==> src/rtl/spi_arbiter.sv <==
// spi_arbiter
// Round-robin arbiter sharing one SPI master among N register-access clients.
// A granted request is latched, handed to the master through its level-held
// start/done handshake, and completed with a one-cycle ack to the requester.
//
// Optional feature: define SPI_ARB_TIMEOUT_EN to build a watchdog that aborts
// a transaction after TIMEOUT_CYCLES in ISSUE/RELEASE (ack pulses with err).
// Without it err stays 0 and the handshake waits indefinitely.
//
// Ports:
//   clk, reset             system clock, synchronous active-high reset
//   req/req_wr             per-requester request and write(1)/read(0) select
//   req_addr/req_wdata     8 bits per requester, requester i at [8i+7:8i]
//   ack                    one-cycle completion pulse to the granted requester
//   err                    pulses with ack when a transaction timed out
//   rdata                  last read data, held between reads
//   grant_id               current or last granted requester
//   arb_busy               high whenever the FSM is not idle
//   spi_start/wr/addr/wdata  to the SPI master
//   spi_rdata/done/busy    from the SPI master (busy is informational only)
module spi_arbiter #(
  parameter int unsigned N              = 4,
  parameter int unsigned TIMEOUT_CYCLES = 4096
) (
  input  logic           clk,
  input  logic           reset,
  input  logic [N-1:0]   req,
  input  logic [N-1:0]   req_wr,
  input  logic [8*N-1:0] req_addr,
  input  logic [8*N-1:0] req_wdata,
  output logic [N-1:0]   ack,
  output logic           err,
  output logic [7:0]     rdata,
  output logic [2:0]     grant_id,
  output logic           arb_busy,
  output logic           spi_start,
  output logic           spi_wr,
  output logic [7:0]     spi_addr,
  output logic [7:0]     spi_wdata,
  input  logic [7:0]     spi_rdata,
  input  logic           spi_done,
  input  logic           spi_busy
);

  typedef enum logic [1:0] {
    S_IDLE,
    S_ISSUE,
    S_RELEASE,
    S_ACK
  } state_e;

  localparam logic [N-1:0] ONE_HOT0 = {{(N-1){1'b0}}, 1'b1};

  state_e         state_q;
  logic [2:0]     last_q;
  logic [N-1:0]   ack_q;
  logic           err_q;
  logic [7:0]     rdata_q;
  logic [2:0]     grant_q;
  logic           busy_q;
  logic           start_q;
  logic           wr_q;
  logic [7:0]     addr_q;
  logic [7:0]     wdata_q;

  // Round-robin winner: scan offsets from N down to 1 so the smallest offset
  // after last_q overwrites any later candidate.
  logic [2:0]     win_d;
  logic           any_d;
  logic [N-1:0]   req_sh;
  logic [N-1:0]   wr_sh;
  logic [8*N-1:0] addr_sh;
  logic [8*N-1:0] wdata_sh;

  always_comb begin
    win_d  = last_q;
    any_d  = 1'b0;
    req_sh = '0;
    for (int unsigned off = N; off >= 1; off--) begin
      req_sh = req >> ((32'(last_q) + off) % N);
      if (req_sh[0]) begin
        win_d = 3'((32'(last_q) + off) % N);
        any_d = 1'b1;
      end
    end
  end

  always_comb begin
    wr_sh    = req_wr >> win_d;
    addr_sh  = req_addr >> {win_d, 3'b000};
    wdata_sh = req_wdata >> {win_d, 3'b000};
  end

  logic tmo;

`ifdef SPI_ARB_TIMEOUT_EN
  localparam logic [15:0] TO_LIMIT = 16'(TIMEOUT_CYCLES);
  logic [15:0] cnt_q;

  // Held at zero while idle, so it enters ISSUE cleared and counts through
  // ISSUE and RELEASE.
  always_ff @(posedge clk) begin
    if (reset || state_q == S_IDLE || state_q == S_ACK) begin
      cnt_q <= '0;
    end else begin
      cnt_q <= cnt_q + 16'd1;
    end
  end

  assign tmo = (state_q == S_ISSUE || state_q == S_RELEASE) && (cnt_q == TO_LIMIT);

  logic unused_ok;
  assign unused_ok = spi_busy;
`else
  assign tmo = 1'b0;

  logic unused_ok;
  assign unused_ok = ^{spi_busy, 32'(TIMEOUT_CYCLES)};
`endif

  always_ff @(posedge clk) begin
    if (reset) begin
      state_q <= S_IDLE;
      last_q  <= 3'(N - 1);
      ack_q   <= '0;
      err_q   <= 1'b0;
      rdata_q <= '0;
      grant_q <= '0;
      busy_q  <= 1'b0;
      start_q <= 1'b0;
      wr_q    <= 1'b0;
      addr_q  <= '0;
      wdata_q <= '0;
    end else begin
      case (state_q)
        S_IDLE: begin
          if (any_d) begin
            grant_q <= win_d;
            last_q  <= win_d;
            wr_q    <= wr_sh[0];
            addr_q  <= addr_sh[7:0];
            wdata_q <= wdata_sh[7:0];
            start_q <= 1'b1;
            busy_q  <= 1'b1;
            state_q <= S_ISSUE;
          end
        end
        S_ISSUE: begin
          if (tmo) begin
            start_q <= 1'b0;
            err_q   <= 1'b1;
            ack_q   <= ONE_HOT0 << grant_q;
            state_q <= S_ACK;
          end else if (spi_done) begin
            if (!wr_q) begin
              rdata_q <= spi_rdata;
            end
            start_q <= 1'b0;
            state_q <= S_RELEASE;
          end
        end
        S_RELEASE: begin
          if (tmo) begin
            err_q   <= 1'b1;
            ack_q   <= ONE_HOT0 << grant_q;
            state_q <= S_ACK;
          end else if (!spi_done) begin
            ack_q   <= ONE_HOT0 << grant_q;
            state_q <= S_ACK;
          end
        end
        S_ACK: begin
          ack_q   <= '0;
          err_q   <= 1'b0;
          busy_q  <= 1'b0;
          state_q <= S_IDLE;
        end
        default: state_q <= S_IDLE;
      endcase
    end
  end

  assign ack       = ack_q;
  assign err       = err_q;
  assign rdata     = rdata_q;
  assign grant_id  = grant_q;
  assign arb_busy  = busy_q;
  assign spi_start = start_q;
  assign spi_wr    = wr_q;
  assign spi_addr  = addr_q;
  assign spi_wdata = wdata_q;

endmodule

==> config.mk <==
export PLATFORM = sky130hd
export DESIGN_NAME = spi_arbiter
export DESIGN_NICKNAME = d
export VERILOG_FILES = /design/src/rtl/spi_arbiter.sv
export SDC_FILE = /design/constraint.sdc
export NUM_CORES = 1
export LEC_CHECK = 0
export CAP_MARGIN = 30
export CORE_MARGIN = 4
export CORE_UTILIZATION = 41
export DETAILED_ROUTE_END_ITERATION = 16
export MAX_ROUTING_LAYER = met4
export PLACE_DENSITY = 0.95
export SLEW_MARGIN = 20
export SYNTH_ARGS = -nofsm -noshare
export SYNTH_HDL_FRONTEND = slang
export SYNTH_SLANG_ARGS = --single-unit
==> constraint.sdc <==
create_clock -name clk -period 5 [get_ports clk]
set_clock_uncertainty 0.1 [all_clocks]
set_input_delay 0.5 -clock clk [delete_from_list [all_inputs] [get_ports clk]]
set_output_delay 0.5 -clock clk [all_outputs]
set_load 0.02 [all_outputs]
==> impl_metrics.json <==
{
  "netlist_top_cells_count": "sky130_fd_sc_hd__mux2i_1 (43), sky130_fd_sc_hd__dfxtp_1 (38), sky130_fd_sc_hd__nor2_1 (26)",
  "dpl_worst_slack_ps": 1700,
  "ir_worst_vdd_mv": 0.279,
  "yosysTopAreaCell": "sky130_fd_sc_hd__dfxtp_1",
  "synth_edf_count": 0,
  "start_util_pct": 42.9,
  "cts_root_buf": "sky130_fd_sc_hd__clkbuf_8",
  "num-nets-final": 405,
  "synthCells": 206,
  "slew_violations": 0,
  "min-delay-path-class": "flop to flop",
  "antenna_diode_instance_count": 0,
  "post_drt_via_cell_ratio": 5.06,
  "drive_above_1_share_pct": 8.81,
  "io_port_bufs": 116,
  "crit_arrival_ps": 3040,
  "post_synthesis_area_per_instance_um2": 10.0,
  "synth_xor_area_share_pct": 0,
  "synthesis.yosys.warnings": 0,
  "p_sw_share_pct": 37.7,
  "grt_max_degree": 23,
  "fin_tns_setup_ps": 0,
  "area_growth_syn_to_layout_pct": 61.5,
  "clk_transition_reported_paths_ps": 70,
  "p_per_area_mw_per_mm2": 498,
  "status": "complete, no violations",
  "synth_top_family_by_area": "multiplexers",
  "cp_num_buf_inv": 2,
  "critPathMaxStageDelay_ps": 780,
  "netSwitchingPower_w": 0.000626,
  "power_leakage_nw": 1.40,
  "critical_path_rt_ps": 5050,
  "timing.slew.headroom_pct": 31.0,
  "netlist_area_mm2": 0.00207,
  "io-pin-count": 119,
  "finalPower_w": 0.00166,
  "fmaxAchievable_mhz": 334,
  "final_cells": 385,
  "asyncSetResetFlopFracSynth_pct": 0,
  "cts_repair_resize_count": 0,
  "yosysMostFrequentCell": "sky130_fd_sc_hd__mux2i_1",
  "detailed_place_hpwl_mm": 4.75,
  "critical_path.endpoint_type": "flop",
  "fp-row-count": 25,
  "grt_antenna_before_repair": 0,
  "grt_util_all_layers_pct": 20.0,
  "numPlacedInstances": 377,
  "report.final.setup_viol": 0,
  "clk-insertion-delay-late_ps": 290,
  "synth-seq-area-share_pct": 36.8,
  "synth_largest_type_area_fraction_pct": 36.8,
  "cts_sinks": 38,
  "synth.ff_latch_count": 38,
  "die_h_um": 79,
  "drv_cap": 0,
  "cpMaxStageDelayCell": "sky130_fd_sc_hd__a221oi_4",
  "timing.critical_path.cells": "clkdlybuf4s50_1 > nor2b_1 > o21ba_1 > a221oi_4 > buf_4 > mux2i_1 > o221ai_1",
  "placeableCoreArea_mm2": 0.00482,
  "timing.setup.critical_path_class": "input port to flop",
  "worst-slew-pin-transition_ps": 1040,
  "finalCritPeriodShare_pct": 59.9,
  "pwr-share-clk_pct": 19.6,
  "cts.repair_timing.setup_buffer_count": 0,
  "number_of_remaining_drc_errors": 0,
  "routabilityCongestion": 0.798,
  "number_of_global_route_vias_before_repair": 1950,
  "wl_per_cell_um": 15.8,
  "post_synthesis_compound_gate_area_fraction_pct": 16.8,
  "synth.area.mux_share_pct": 20.8,
  "post_cts_hold_buffer_count": 0,
  "power_frac_seq_pct": 29.0,
  "cp_top_family": "compound AO/OA/AOI/OAI gates",
  "detail_route.first_pass.iterations": 4,
  "routed_wirelength_mm": 6.10,
  "die_width_um": 79,
  "cp_max_fo": 20,
  "synthAdderAreaFrac_pct": 2.42,
  "syn-num-nets": 294,
  "startpoint_type": "input port",
  "cts.htree.levels": 2,
  "comb_power_share_pct": 51.4,
  "cts_tree": "built",
  "rsz0062_at_grt": "no",
  "synth_flop_cell": "sky130_fd_sc_hd__dfxtp_1",
  "cts_buffers": 5,
  "num-fill-cells": 361,
  "dr_total_vias": 1950,
  "grt_first_pass_wirelength_mm": 9.56,
  "hold_viol_final": 0,
  "postLayoutSetupSlackWorst_ps": 2010,
  "grt.overflow.total": 0,
  "netlist-cell-type-count": 37,
  "dieArea_mm2": 0.00624,
  "cts.path.max_buffers": 2,
  "timing.final.crit_period_ps": 2990,
  "netlist_top_cells_area": "sky130_fd_sc_hd__dfxtp_1 (37%), sky130_fd_sc_hd__mux2i_1 (21%), sky130_fd_sc_hd__o221ai_2 (9.4%), sky130_fd_sc_hd__nor2_1 (4.7%), sky130_fd_sc_hd__nand2_1 (4.2%)",
  "cellInternalPower_w": 0.00104,
  "yosys.area_share.simple_pct": 15.6,
  "detail_route.iter0.violations": 51,
  "postRouteAntennaNets": 0
}
==> logic make-up after synthesis <==
family,Yosys count
AO/OA/AOI/OAI,34
adder cells (fa/ha/maj),4
buffers and inverters,18
flip-flops,38
multiplexers,43
other,1
AND/OR/NAND/NOR,68
==> worst paths after layout <==
path | startpoint | endpoint | slack [ps] | cells after the start
worst max register to register | last_q[0] | spi_addr[1] | 2340 | 6
worst min-delay path | spi_addr[3] | spi_addr[3] | 370 | 2
worst min register to register | spi_addr[3] | spi_addr[3] | 370 | 2
worst max-delay path | req[1] | spi_addr[1] | 2010 | 7
==> stage by stage <==
| step | utilization (%) | hold WS (ps) | area [um2] |
|---|---|---|---|
| after floorplan | - | 346 | 2070 |
| after global placement | 66.3 | 344 | 3200 |
| after detailed placement | 66.3 | 350 | 3200 |
| after CTS | 69.3 | 371 | 3340 |
| after global routing | 69.3 | 396 | 3340 |
| final | 69.3 | 366 | 3340 |
==> final cells by class <==
type | count | area, um2 | area share, %
sequential | 38 | 761 | 22.8
inverter | 5 | 18.8 | 0.562
multi-input combinational | 150 | 1160 | 34.9
timing repair buffer | 117 | 1170 | 35.0
clock inverter | 2 | 60.1 | 1.80
clock buffer | 6 | 82.6 | 2.47
tap | 67 | 83.8 | 2.51
==> power groups by stage <==
stage	clock [W]	combinational [W]	sequential (W)
after detailed placement	0	0.000860	0.000487
after floorplan	0	0.000485	0.000584
after CTS	0.000330	0.000863	0.000481
after global routing	0.000342	0.000925	0.000499
after global placement	0	0.000844	0.000480
final	0.000325	0.000855	0.000481
==> tightest hold or removal path, cell delays in order (launching register included) <==
cell                       delay (ps)
sky130_fd_sc_hd__dfxtp_1          330
sky130_fd_sc_hd__nand2_1           50
sky130_fd_sc_hd__o221ai_1          50
==> metal layers <==
layer	up-vias	wire length [um]	part of all wire (%)	global-route usage [%]
met2	100	2990	49	33.8
met1	886	2480	41	22.9
met4	0	95	1.6	4.81
met3	10	538	8.8	6.58
met5	-	0	0	-
li1	954	-	-	-
==> state kept, by name, indices dropped and copies added, names as in the netlist <==
signal     cells
ack            4
arb_busy       1
grant_id       2
last_q         3
rdata          8
spi_addr       8
spi_start      1
spi_wdata      8
spi_wr         1
state_q        2
==> placed cells by master (no fill, tap or decap), types with 3 or more instances in the layout <==
cell type                         netlist  routed
sky130_fd_sc_hd__nor2_1                26      26
sky130_fd_sc_hd__inv_1                  5       5
sky130_fd_sc_hd__mux2i_1               43      43
sky130_fd_sc_hd__o221ai_2              13      13
sky130_fd_sc_hd__ha_1                   4       4
sky130_fd_sc_hd__o221ai_1               4       4
sky130_fd_sc_hd__dfxtp_1               38      38
sky130_fd_sc_hd__o21ai_0                3       3
sky130_fd_sc_hd__a21oi_1                5       5
sky130_fd_sc_hd__nand2b_1               3       3
sky130_fd_sc_hd__nand2_1               23      23
sky130_fd_sc_hd__clkdlybuf4s50_1        0     116
sky130_fd_sc_hd__clkbuf_8               0       6
sky130_fd_sc_hd__nor3_1                 3       3
Power figures use the tool's default switching activity.
==> RTL change 1 (config.mk and constraints unchanged) <==
The 4 states of `state_e` get a Gray code encoding in 2 bits.
--- a/src/rtl/spi_arbiter.sv
+++ b/src/rtl/spi_arbiter.sv
@@ -43,10 +43,10 @@
 );
 
   typedef enum logic [1:0] {
-    S_IDLE,
-    S_ISSUE,
-    S_RELEASE,
-    S_ACK
+    S_IDLE    = 2'b00,
+    S_ISSUE   = 2'b01,
+    S_RELEASE = 2'b11,
+    S_ACK     = 2'b10
   } state_e;
 
   localparam logic [N-1:0] ONE_HOT0 = {{(N-1){1'b0}}, 1'b1};
Behaviour: no difference found for any inputs over 4 cycles, from zero or initial values and one cycle with reset high; so few cycles prove little.
==> RTL change 1 against the original RTL <==
- fmax fell by 0.55%
- cell area shrank 1.2%
- area after synthesis is 2.7% lower
- sequential cell count unchanged
- setup slack got worse by 0.017 ns
- count of clock-buffer cells in the layout is 1 lower
- routed wire length increased by 12%
- die area decreased by 2.4%
- global-route usage is 2.7 points higher
- critical endpoint is now spi_wr
- largest cell class unchanged
Power is not compared: it rests on default switching activity, and its combinational part moved more than twofold at a synthesized area within 25%.
==> RTL change 1: results (changes against the original RTL) <==
- RR Startpoint: last_q[0]
- Minimum hold slack: 0.379 ns (+0.0126 ns)
- ANT cells: 0 (unchanged)
- Pin count of the biggest net entering global routing: 20 (-13%)
- Slowest stage cell, crit path: nor3_4
- Post-Route WL: 6860 um (+12%)
- Sequential area share after synthesis: 37.8% (+1.0 points)
- Worst reg-to-reg path cell count: 6 (unchanged)
- CP Data Arrival Time: 3.10 ns (+0.06 ns)
- Bufs on Longest Clock Path: 2 (unchanged)
- First-pass GRT wire length: 10,600 um (+11%)
- Synth Net Count: 300 (+2.0%)
- Status: complete, no violations
- Final-stage net count: 408 (+0.74%)
- Worst hold path cell count: 1 (-1)
- Synth cell count leaders: dfxtp_1 (38), nor2_1 (21), a21oi_1 (19), a221o_1 (18)
- Post-synthesis cell type count: 38 (+2.7%)
- Filler cells: 378 (+4.7%)
- Dpl cells: 383 (+1.6%)
- Min-Delay Path Class: flop to flop
- Vias/cell: 5.62 (+11%)
- HPWL Detailed: 5080 um (+7.0%)
- DR iter-0 viols: 163 (+220%)
- Crit path largest cell delay: 0.57 ns (-0.21 ns)
- Via Count: 2,202 (+13%)
- DP Area: 3170 um2 (-0.82%)
- Place WS: 1.50 ns (-0.194 ns)
- Worst slew margin: 45.9% (+15 points)
- Syn avg cell area: 9.31 um2 (-7.2%)
- GRT Total Usage: 22.7% (+2.7 points)
- Reg-to-reg critical path endpoint: spi_wr
- Top post-synthesis cells by area: dfxtp_1 (38%), a221o_1 (9.0%), mux2_2 (9.0%), o31ai_1 (6.3%), nand4_1 (5.3%)
- Synth warnings: 0 (unchanged)
- Crit-path max FO: 18 (-10%)
- Worst Hold Launch: ack[1]
- Gp weighted congestion: 0.761 (-4.6%)
- Hold Path End: ack[1]
- Layout cell share with drive strength beyond 1: 10.5% (+1.7 points)
- H-tree depth: 2 (unchanged)
## RTL change 1: metal layers
metal	vias to the layer above	track usage [%]	wire length, um
li1	1042	-	-
met1	1026	24.8	2630
met2	116	40.2	3580
met3	18	5.50	505
met4	0	7.87	150
met5	-	-	0
## RTL change 1: how the worst max path moves through the flow
stage                     startpoint          end  slack, ns  cells past startpoint
after global routing          req[3]       spi_wr       1.90                      7
after detailed placement      req[3]       spi_wr       1.50                      6
after CTS                     req[3]       spi_wr       1.81                      6
after global placement        req[3]       spi_wr       1.55                      6
after floorplan               req[3]  spi_addr[7]       2.66                      7
final                         req[3]       spi_wr       1.99                      7
## RTL change 1: report_power, final
group          total [uW]  leakage [uW]  switching [uW]  internal (uW)
logic                 320      0.000861             146            174
clock network         265     0.0000504             117            148
registers             355      0.000312            21.3            334
total                 941       0.00122             285            656
## RTL change 1: logic make-up after synthesis
kind of cell           synth area share, %
other                                0.187
multiplexers                          13.5
flip-flops                            37.8
AO/OA/AOI/OAI                         25.4
buffers and inverters                 5.97
AND/OR/NAND/NOR                       17.1
## RTL change 1: area by class of cell
| cell class | instances | area, um2 | share of cell area [%] |
|---|---|---|---|
| repair buffers | 119 | 1190 | 36.1 |
| multi-input cells | 156 | 1130 | 34.4 |
| flip-flops and latches | 38 | 761 | 23.1 |
| well taps | 67 | 83.8 | 2.54 |
| clock buffers | 5 | 68.8 | 2.09 |
| clock inverters | 3 | 45.0 | 1.37 |
| inverters | 4 | 15.0 | 0.455 |
## RTL change 1: worst reg2reg max path: cells and delay by family (launching register included)
family,cells,cell delay (ns)
mux,1,0.35
simple gates,2,0.68
compound gates,2,0.80
flops,1,0.40
buf+inv,1,0.22
==> RTL change 2 (same flow settings) <==
Made on the original files. `N`: 4 -> 3.
--- a/src/rtl/spi_arbiter.sv
+++ b/src/rtl/spi_arbiter.sv
@@ -19,7 +19,7 @@
 //   spi_start/wr/addr/wdata  to the SPI master
 //   spi_rdata/done/busy    from the SPI master (busy is informational only)
 module spi_arbiter #(
-  parameter int unsigned N              = 4,
+  parameter int unsigned N              = 3,
   parameter int unsigned TIMEOUT_CYCLES = 4096
 ) (
   input  logic           clk,
Ports: changed (5 resized); port bits go from 119 to 100. The function was not compared with the original's and may differ.
==> RTL change 2 against the original RTL <==
- cell area rose by 57%
- count of clock-buffer cells in the layout unchanged
- routed wire length rose by 100%
- critical path depth is 12 higher
- area after synthesis up 79%
- total power up 130%
- sequential cell count shrank 2
- setup slack worse by 1.8 ns
- via count increased by 110%
- utilization fell by 9.3 points
- highest routed layer unchanged
==> RTL change 2: results (changes against the original RTL) <==
- Status: complete, no violations
- Sequential area share after synthesis: 19.4% (-17 points)
- First-pass DRT Iterations: 5 (+1)
- DR iter-0 viols: 250 (+390%)
- Dpl cells: 674 (+79%)
- Worst reg-to-reg path cell count: 19 (+13)
- VDD IR-drop max: 472 uV (+69%)
- Hold Path End: ack[2]
- Port buffer count: 97 (-16%)
- WL/cell: 18.0 um (+13%)
- GRT Total Usage: 23.5% (+3.6 points)
- Place WS: 0.0472 ns (-1.65 ns)
- Leak: 0.00213 uW (+52%)
- Top post-synthesis cells by area: dfxtp_1 (19%), ha_1 (8.1%), mux2i_1 (7.0%), nor2_1 (4.1%), nand2_1 (3.7%)
- Post-synthesis compound-gate area fraction: 33.6% (+17 points)
- Post-Synth Adder-Cell Area: 8.10% (+5.7 points)
- HPWL Detailed: 9540 um (+100%)
- Filler cells: 739 (+100%)
- Minimum hold slack: 0.399 ns (+0.0325 ns)
- Synth Net Count: 535 (+82%)
- CP Data Arrival Time: 4.92 ns (+1.88 ns)
- DP Area: 5100 um2 (+60%)
- Met2 usage: 41.4% (+7.6 points)
- Pint: 1960 uW (+90%)
- Vias/cell: 6.12 (+21%)
- Worst slew margin: 56.0% (+25 points)
- Post-Route WL: 12,300 um (+100%)
- Post-synthesis cell type count: 77 (+110%)
- GRT met3 Usage: 2.30% (-4.3 points)
- CP Launch Point: last_q[1]
- Synth cell count leaders: nor2_1 (41), nand2_1 (37), dfxtp_1 (36), inv_1 (26), mux2i_1 (26)
- R2R Setup Slk: 0.20 ns (-2.14 ns)
- Met1 usage: 28.4% (+5.5 points)
RTL change 2: cell types whose count changed after synthesis, sizes merged, moves of 11 or more:
cell,before,now
nand4,0,11
ha,4,24
a311oi,0,11
mux2i,43,26
o211ai,0,12
nor2,28,42
inv,5,29
mux2,0,11
nand2,24,38
nand3,1,15
o21ai,4,16
o221ai,17,1
RTL change 2: worst max-delay path: cells and delay by family (launching register included):
family | cells | cell delay, ns
compound gates | 7 | 1.67
xor+xnor | 2 | 0.39
fa+ha+maj | 3 | 0.67
buf+inv | 3 | 0.35
flops | 1 | 0.38
simple gates | 4 | 1.17
RTL change 2: stage by stage:
stage	power, uW	utilization (%)	setup TNS (ns)
3_5_place_dp	3530	58.2	0
2_1_floorplan	2480	-	0
4_1_cts	3800	59.4	0
5_1_grt	4160	60.0	-0.00825
3_3_place_gp	3370	58.1	0
6_report	3880	60.0	0
RTL change 2: power by group through the flow:
stage | Clock (uW) | Sequential (uW) | Combinational [uW]
detailed placement | 0 | 419 | 3110
global route | 277 | 423 | 3460
floorplan | 0 | 481 | 2000
CTS | 263 | 415 | 3120
global placement | 0 | 417 | 2950
finish | 262 | 417 | 3200
RTL change 2: per-layer routing:
| layer | part of all wire [%] | vias to the layer above |
|---|---|---|
| li1 | - | 1994 |
| met5 | 0 | - |
| met2 | 51 | 168 |
| met4 | 1.9 | 0 |
| met1 | 42 | 1997 |
| met3 | 5.4 | 24 |
RTL change 2: final cells by class:
class                   count  area, um2  share of cell area, %
clock inverters             2       35.0                  0.666
repair buffers            143       1340                   25.5
well taps                 108        135                   2.57
inverters                  30        116                   2.21
clock buffers               6       72.6                   1.38
multi-input cells         359       2830                   53.9
flip-flops and latches     36        726                   13.8
